==> src/rtl/mem_req_ctrl.sv <==
// -----------------------------------------------------------------------------
// mem_req_ctrl
//
// Two-client front end for a dual-port RAM with registered read data.
// Client A owns RAM port x and client B owns RAM port y. The RAM is driven
// combinationally in the accept cycle. Read data comes back one cycle later,
// straight from the RAM's registered q output.
//
// When both clients target the same address and at least one of them writes,
// B is held off for that cycle. A is served first, so a B read issued after
// an A write to the same address sees the new data.
//
// Optional feature: define MEM_REQ_INIT_EN to build a zero-fill sweep after
// reset. Port x clears the even addresses and port y clears the odd ones,
// two words per cycle. busy is high for the whole sweep. Without the macro
// the controller comes out of reset ready, busy is tied low, and no sweep
// logic is built.
//
// Parameters
//   W  data and address width
//   M  RAM depth in words
//
// Ports
//   clk, rst_n                  clock, asynchronous active-low reset
//   req_a_* / rsp_a_*           client A request handshake and read response
//   req_b_* / rsp_b_*           client B request handshake and read response
//   ram_{addr,data,we}_x / _y   RAM port drive
//   ram_q_x / ram_q_y           RAM registered read data
//   busy                        initialisation sweep in progress
// -----------------------------------------------------------------------------
module mem_req_ctrl #(
  parameter int W = 8,
  parameter int M = 16
) (
  input  logic         clk,
  input  logic         rst_n,
  input  logic         req_a_valid,
  output logic         req_a_ready,
  input  logic         req_a_we,
  input  logic [W-1:0] req_a_addr,
  input  logic [W-1:0] req_a_wdata,
  output logic         rsp_a_valid,
  output logic [W-1:0] rsp_a_data,
  input  logic         req_b_valid,
  output logic         req_b_ready,
  input  logic         req_b_we,
  input  logic [W-1:0] req_b_addr,
  input  logic [W-1:0] req_b_wdata,
  output logic         rsp_b_valid,
  output logic [W-1:0] rsp_b_data,
  output logic [W-1:0] ram_data_x,
  output logic [W-1:0] ram_addr_x,
  output logic         ram_we_x,
  input  logic [W-1:0] ram_q_x,
  output logic [W-1:0] ram_data_y,
  output logic [W-1:0] ram_addr_y,
  output logic         ram_we_y,
  input  logic [W-1:0] ram_q_y,
  output logic         busy
);

  typedef enum logic {S_INIT, S_RUN} state_t;

  state_t r_state;
  state_t w_state_nxt;
  logic   w_run;
  logic   w_conflict;
  logic   w_acc_a;
  logic   w_acc_b;
  logic   r_rsp_a_vld;
  logic   r_rsp_b_vld;

`ifdef MEM_REQ_INIT_EN
  localparam int NSWEEP = (M + 1) / 2;
  localparam int CW     = (NSWEEP > 1) ? $clog2(NSWEEP) : 1;

  logic [CW-1:0] r_cnt;
  logic          w_last;
  logic [W-1:0]  w_sw_addr_x;
  logic [W-1:0]  w_sw_addr_y;
  logic          w_sw_we_y;

  assign w_last      = (r_cnt == CW'(NSWEEP - 1));
  assign w_sw_addr_x = W'({r_cnt, 1'b0});
  assign w_sw_addr_y = W'({r_cnt, 1'b1});
  // With an odd depth the last odd address would be past the end of the RAM.
  assign w_sw_we_y   = !((M % 2 == 1) && w_last);

  always_ff @(posedge clk or negedge rst_n) begin
    if (!rst_n) begin
      r_cnt <= '0;
    end else if (r_state == S_INIT && !w_last) begin
      r_cnt <= r_cnt + 1'b1;
    end
  end

  assign busy = (r_state == S_INIT);
`else
  assign busy = 1'b0;
`endif

  always_ff @(posedge clk or negedge rst_n) begin
    if (!rst_n) begin
`ifdef MEM_REQ_INIT_EN
      r_state <= S_INIT;
`else
      r_state <= S_RUN;
`endif
    end else begin
      r_state <= w_state_nxt;
    end
  end

  always_comb begin
    w_state_nxt = r_state;
`ifdef MEM_REQ_INIT_EN
    if (r_state == S_INIT && w_last) begin
      w_state_nxt = S_RUN;
    end
`endif
  end

  assign w_run      = (r_state == S_RUN);
  assign w_conflict = req_a_valid && req_b_valid && (req_a_addr == req_b_addr) &&
                      (req_a_we || req_b_we);
  assign req_a_ready = w_run;
  assign req_b_ready = w_run && !w_conflict;
  assign w_acc_a     = req_a_valid && req_a_ready;
  assign w_acc_b     = req_b_valid && req_b_ready;

  // RAM port drive: the clients by default, the sweep while initialising.
  always_comb begin
    ram_addr_x = req_a_addr;
    ram_data_x = req_a_wdata;
    ram_we_x   = w_acc_a && req_a_we;
    ram_addr_y = req_b_addr;
    ram_data_y = req_b_wdata;
    ram_we_y   = w_acc_b && req_b_we;
`ifdef MEM_REQ_INIT_EN
    if (r_state == S_INIT) begin
      ram_addr_x = w_sw_addr_x;
      ram_data_x = '0;
      ram_we_x   = 1'b1;
      ram_addr_y = w_sw_addr_y;
      ram_data_y = '0;
      ram_we_y   = w_sw_we_y;
    end
`endif
    // Reset must never disturb RAM contents, so the write strobes are
    // blocked for as long as rst_n is low, whatever the state register holds.
    if (!rst_n) begin
      ram_we_x = 1'b0;
      ram_we_y = 1'b0;
    end
  end

  // Read response: one cycle after accept, data taken from the RAM's q.
  always_ff @(posedge clk or negedge rst_n) begin
    if (!rst_n) begin
      r_rsp_a_vld <= 1'b0;
      r_rsp_b_vld <= 1'b0;
    end else begin
      r_rsp_a_vld <= w_acc_a && !req_a_we;
      r_rsp_b_vld <= w_acc_b && !req_b_we;
    end
  end

  assign rsp_a_valid = r_rsp_a_vld;
  assign rsp_b_valid = r_rsp_b_vld;
  assign rsp_a_data  = ram_q_x;
  assign rsp_b_data  = ram_q_y;

endmodule

==> config.mk <==
export PLATFORM = sky130hd
export DESIGN_NAME = mem_req_ctrl
export DESIGN_NICKNAME = d
export VERILOG_FILES = /design/src/rtl/mem_req_ctrl.sv
export SDC_FILE = /design/constraint.sdc
export NUM_CORES = 1
export LEC_CHECK = 0
export CAP_MARGIN = 40
export CORE_MARGIN = 2
export CORE_UTILIZATION = 20
export DETAILED_ROUTE_END_ITERATION = 16
export PLACE_DENSITY = 0.87
export SYNTH_ARGS = -nofsm -noshare
export SYNTH_HDL_FRONTEND = slang
export SYNTH_SLANG_ARGS = --single-unit
==> constraint.sdc <==
create_clock -name clk -period 2.1 [get_ports clk]
set_input_delay 0.525 -clock clk [delete_from_list [all_inputs] [get_ports clk]]
set_output_delay 0.525 -clock clk [all_outputs]
set_load 0.01 [all_outputs]
==> impl_metrics.ini <==
[floorplan]
die_w_um = 57.6
chipHeight_um = 57.6
io_pins = 109
core-area_mm2 = 0.00273
rows = 19
die_area_mm2 = 0.00332
initial_core_util_pct = 21.1

[layout]
final_util_pct = 27.0
nets = 129
syn2layout_area_growth_pct = 28.0
fill_cells = 289
antennaDiodeCount = 0
fin_cells = 104
drive_gt1_share_pct = 30.1
final_area_um2 = 737

[sta]
fin_crit_sh_pct = 109
final-hold-violation-count = 0
setup_ws_ns = -0.182
rsz0062_at_grt = yes
final_max_slew_viol_count = 0
fmax_ghz = 0.438
min_period_ns = 2.28
setup_viol = 2
whs_ns = 0.634

[clock_tree]
cts_made_buffers = 3
cts-root-buf = clkbuf_4
clk_pin_slew_worst_paths_ns = 0.03
cts_htree_levels = 1
cts.path.max_buffers = 2
cts_tree = done
cts.sinks = 2
cts_hold_buf = 0

[power_and_ir_drop]
p_comb_share_pct = 47.9
switching_share_pct = 26.8
clock_power_share_pct = 35.1
powerDensity_mw_per_mm2 = 329
power.total_mw = 0.242
p_int_mw = 0.177
power.net_switching_mw = 0.0650
peakVddDrop_mv = 0.153
p_leak_nw = 0.369
sequentialPowerShare_pct = 17.1

[global_route]
grt_overflow_total = 0
grt_first_pass_wirelength_um = 1880
grt_use_total_pct = 7.32
grt_pass1_vias = 494
grt_max_degree = 4
antenna_found_initial = 0

[route]
routed_wl_um = 1150
vias = 397
first_pass_iters = 2
vias_per_cell = 3.82
wire_per_inst_um = 11.1
final_antenna_net_count = 0
initialDrtViolationCount = 8
drc = 0

[hold_path]
hp-class = input pin to async pin

[status]
violations = negative setup slack
status = finished with violations

[placement]
numPortBuffers = 42
dp.cells = 100
placed_area_um2 = 697
gp_congestion = 0.752

[logic_synthesis]
synth.net_count = 126
synth.avg_cell_area_um2 = 7.99
synth_seq_area_share_pct = 8.70
syn_area_um2 = 576
yosys_register_bits = 2
syn_inst = 72
yosysUniqueCellTypes = 15
yosysWarnings = 0

[job]
maxCapViolCount = 0

[critical_path]
setup.worst_path.end_class = output port
crit_required_ns = 1.57
crit_arrival_ns = 1.76
critPathLaunchType = input pin
criticalPathCategory = input pin to output port
crit_fanout = 3
## metal layers
layer / share of wire (%) / GRT usage [%] / vias up
met2: 55 / 13.0 / 40
li1: - / - / 173
met4: 4.2 / 7.64 / 0
met5: 0 / 0 / -
met1: 27 / 5.61 / 172
met3: 13 / 3.13 / 12
## power groups by stage
stage / clock network (mW) / logic (mW) / registers [mW]
after floorplan: 0 / 0.116 / 0.0428
after detailed placement: 0 / 0.125 / 0.0418
final: 0.0850 / 0.116 / 0.0414
after global placement: 0 / 0.123 / 0.0418
after global routing: 0.0873 / 0.125 / 0.0415
after CTS: 0.0893 / 0.117 / 0.0414
## registers in the layout (all words and copies together), names as in the netlist
register,cells
rsp_a_valid,1
rsp_b_valid,1
## worst paths after layout
check	start	depth (start not counted)	end	slack (ns)
setup / recovery	req_b_addr[5]	7	ram_we_y	-0.18
hold / removal	rst_n	2	rsp_b_valid	0.63
max in group asynchronous	rst_n	2	rsp_a_valid	1.38
min in group clk	req_a_valid	2	rsp_a_valid	0.67
## through the flow
stage | worst slack [ns] | setup TNS [ns]
detailed placement | -0.947 | -2.29
global placement | -0.923 | -2.15
global route | -0.256 | -0.485
CTS | -0.331 | -0.640
floorplan | 0.0717 | 0
finish | -0.182 | -0.346
## logic make-up after synthesis
kind of cell / share of synthesized area (%)
flip-flops: 8.70
AO/OA/AOI/OAI: 1.30
AND/OR/NAND/NOR: 9.35
other: 1.30
XOR/XNOR: 13.5
buffers and inverters: 65.9
## cells in the mapped netlist, drive strengths merged
master	n	share of area [%]
nor4	1	2.2
nor3b	1	1.3
inv	1	0.65
o211ai	1	1.3
nor2b	1	1.1
buf	50	65
and3	1	1.1
nor2	1	0.65
xnor2	3	4.6
nand3	2	1.7
xor2	5	8.9
or4	1	1.3
dfrtp	2	8.7
conb	2	1.3
## what timing repair did
| action | 4_1_cts | 5_1_grt |
|---|---|---|
| endpoints found under the setup margin | 8 | 7 |
| setup buffers | 1 | 0 |
| pin swaps | 7 | 6 |
| resized for setup | 50 | 10 |
## layout by cell type, fill, tap and decap left out
cell type / n
and3_1: 1
buf_2: 2
buf_4: 6
buf_6: 6
clkbuf_4: 3
clkdlybuf4s15_1: 3
clkdlybuf4s50_1: 18
conb_1: 2
dfrtp_1: 2
dlygate4sd2_1: 7
dlymetal6s2s_1: 6
inv_2: 1
nand3_1: 2
nor2_2: 1
nor2b_1: 1
nor3b_1: 1
nor4_2: 1
o211ai_1: 1
or4_4: 1
xnor2_1: 3
xor2_1: 4
xor2_2: 1
## area by class of cell
| class | instances | area (um2) | area share, % |
|---|---|---|---|
| inverters | 1 | 3.75 | 0.509 |
| multi-input cells | 19 | 153 | 20.7 |
| repair buffers | 48 | 469 | 63.7 |
| flip-flops and latches | 2 | 50.0 | 6.79 |
| clock buffers | 3 | 22.5 | 3.06 |
| well taps | 31 | 38.8 | 5.26 |
## worst max-delay path, stage by stage
cell    delay [ns]
buf_6         0.09
xor2_1        0.15
or4_4         0.53
nor4_2        0.13
buf_4         0.17
nor2_2        0.03
buf_2         0.13
Power figures use the tool's default switching activity.
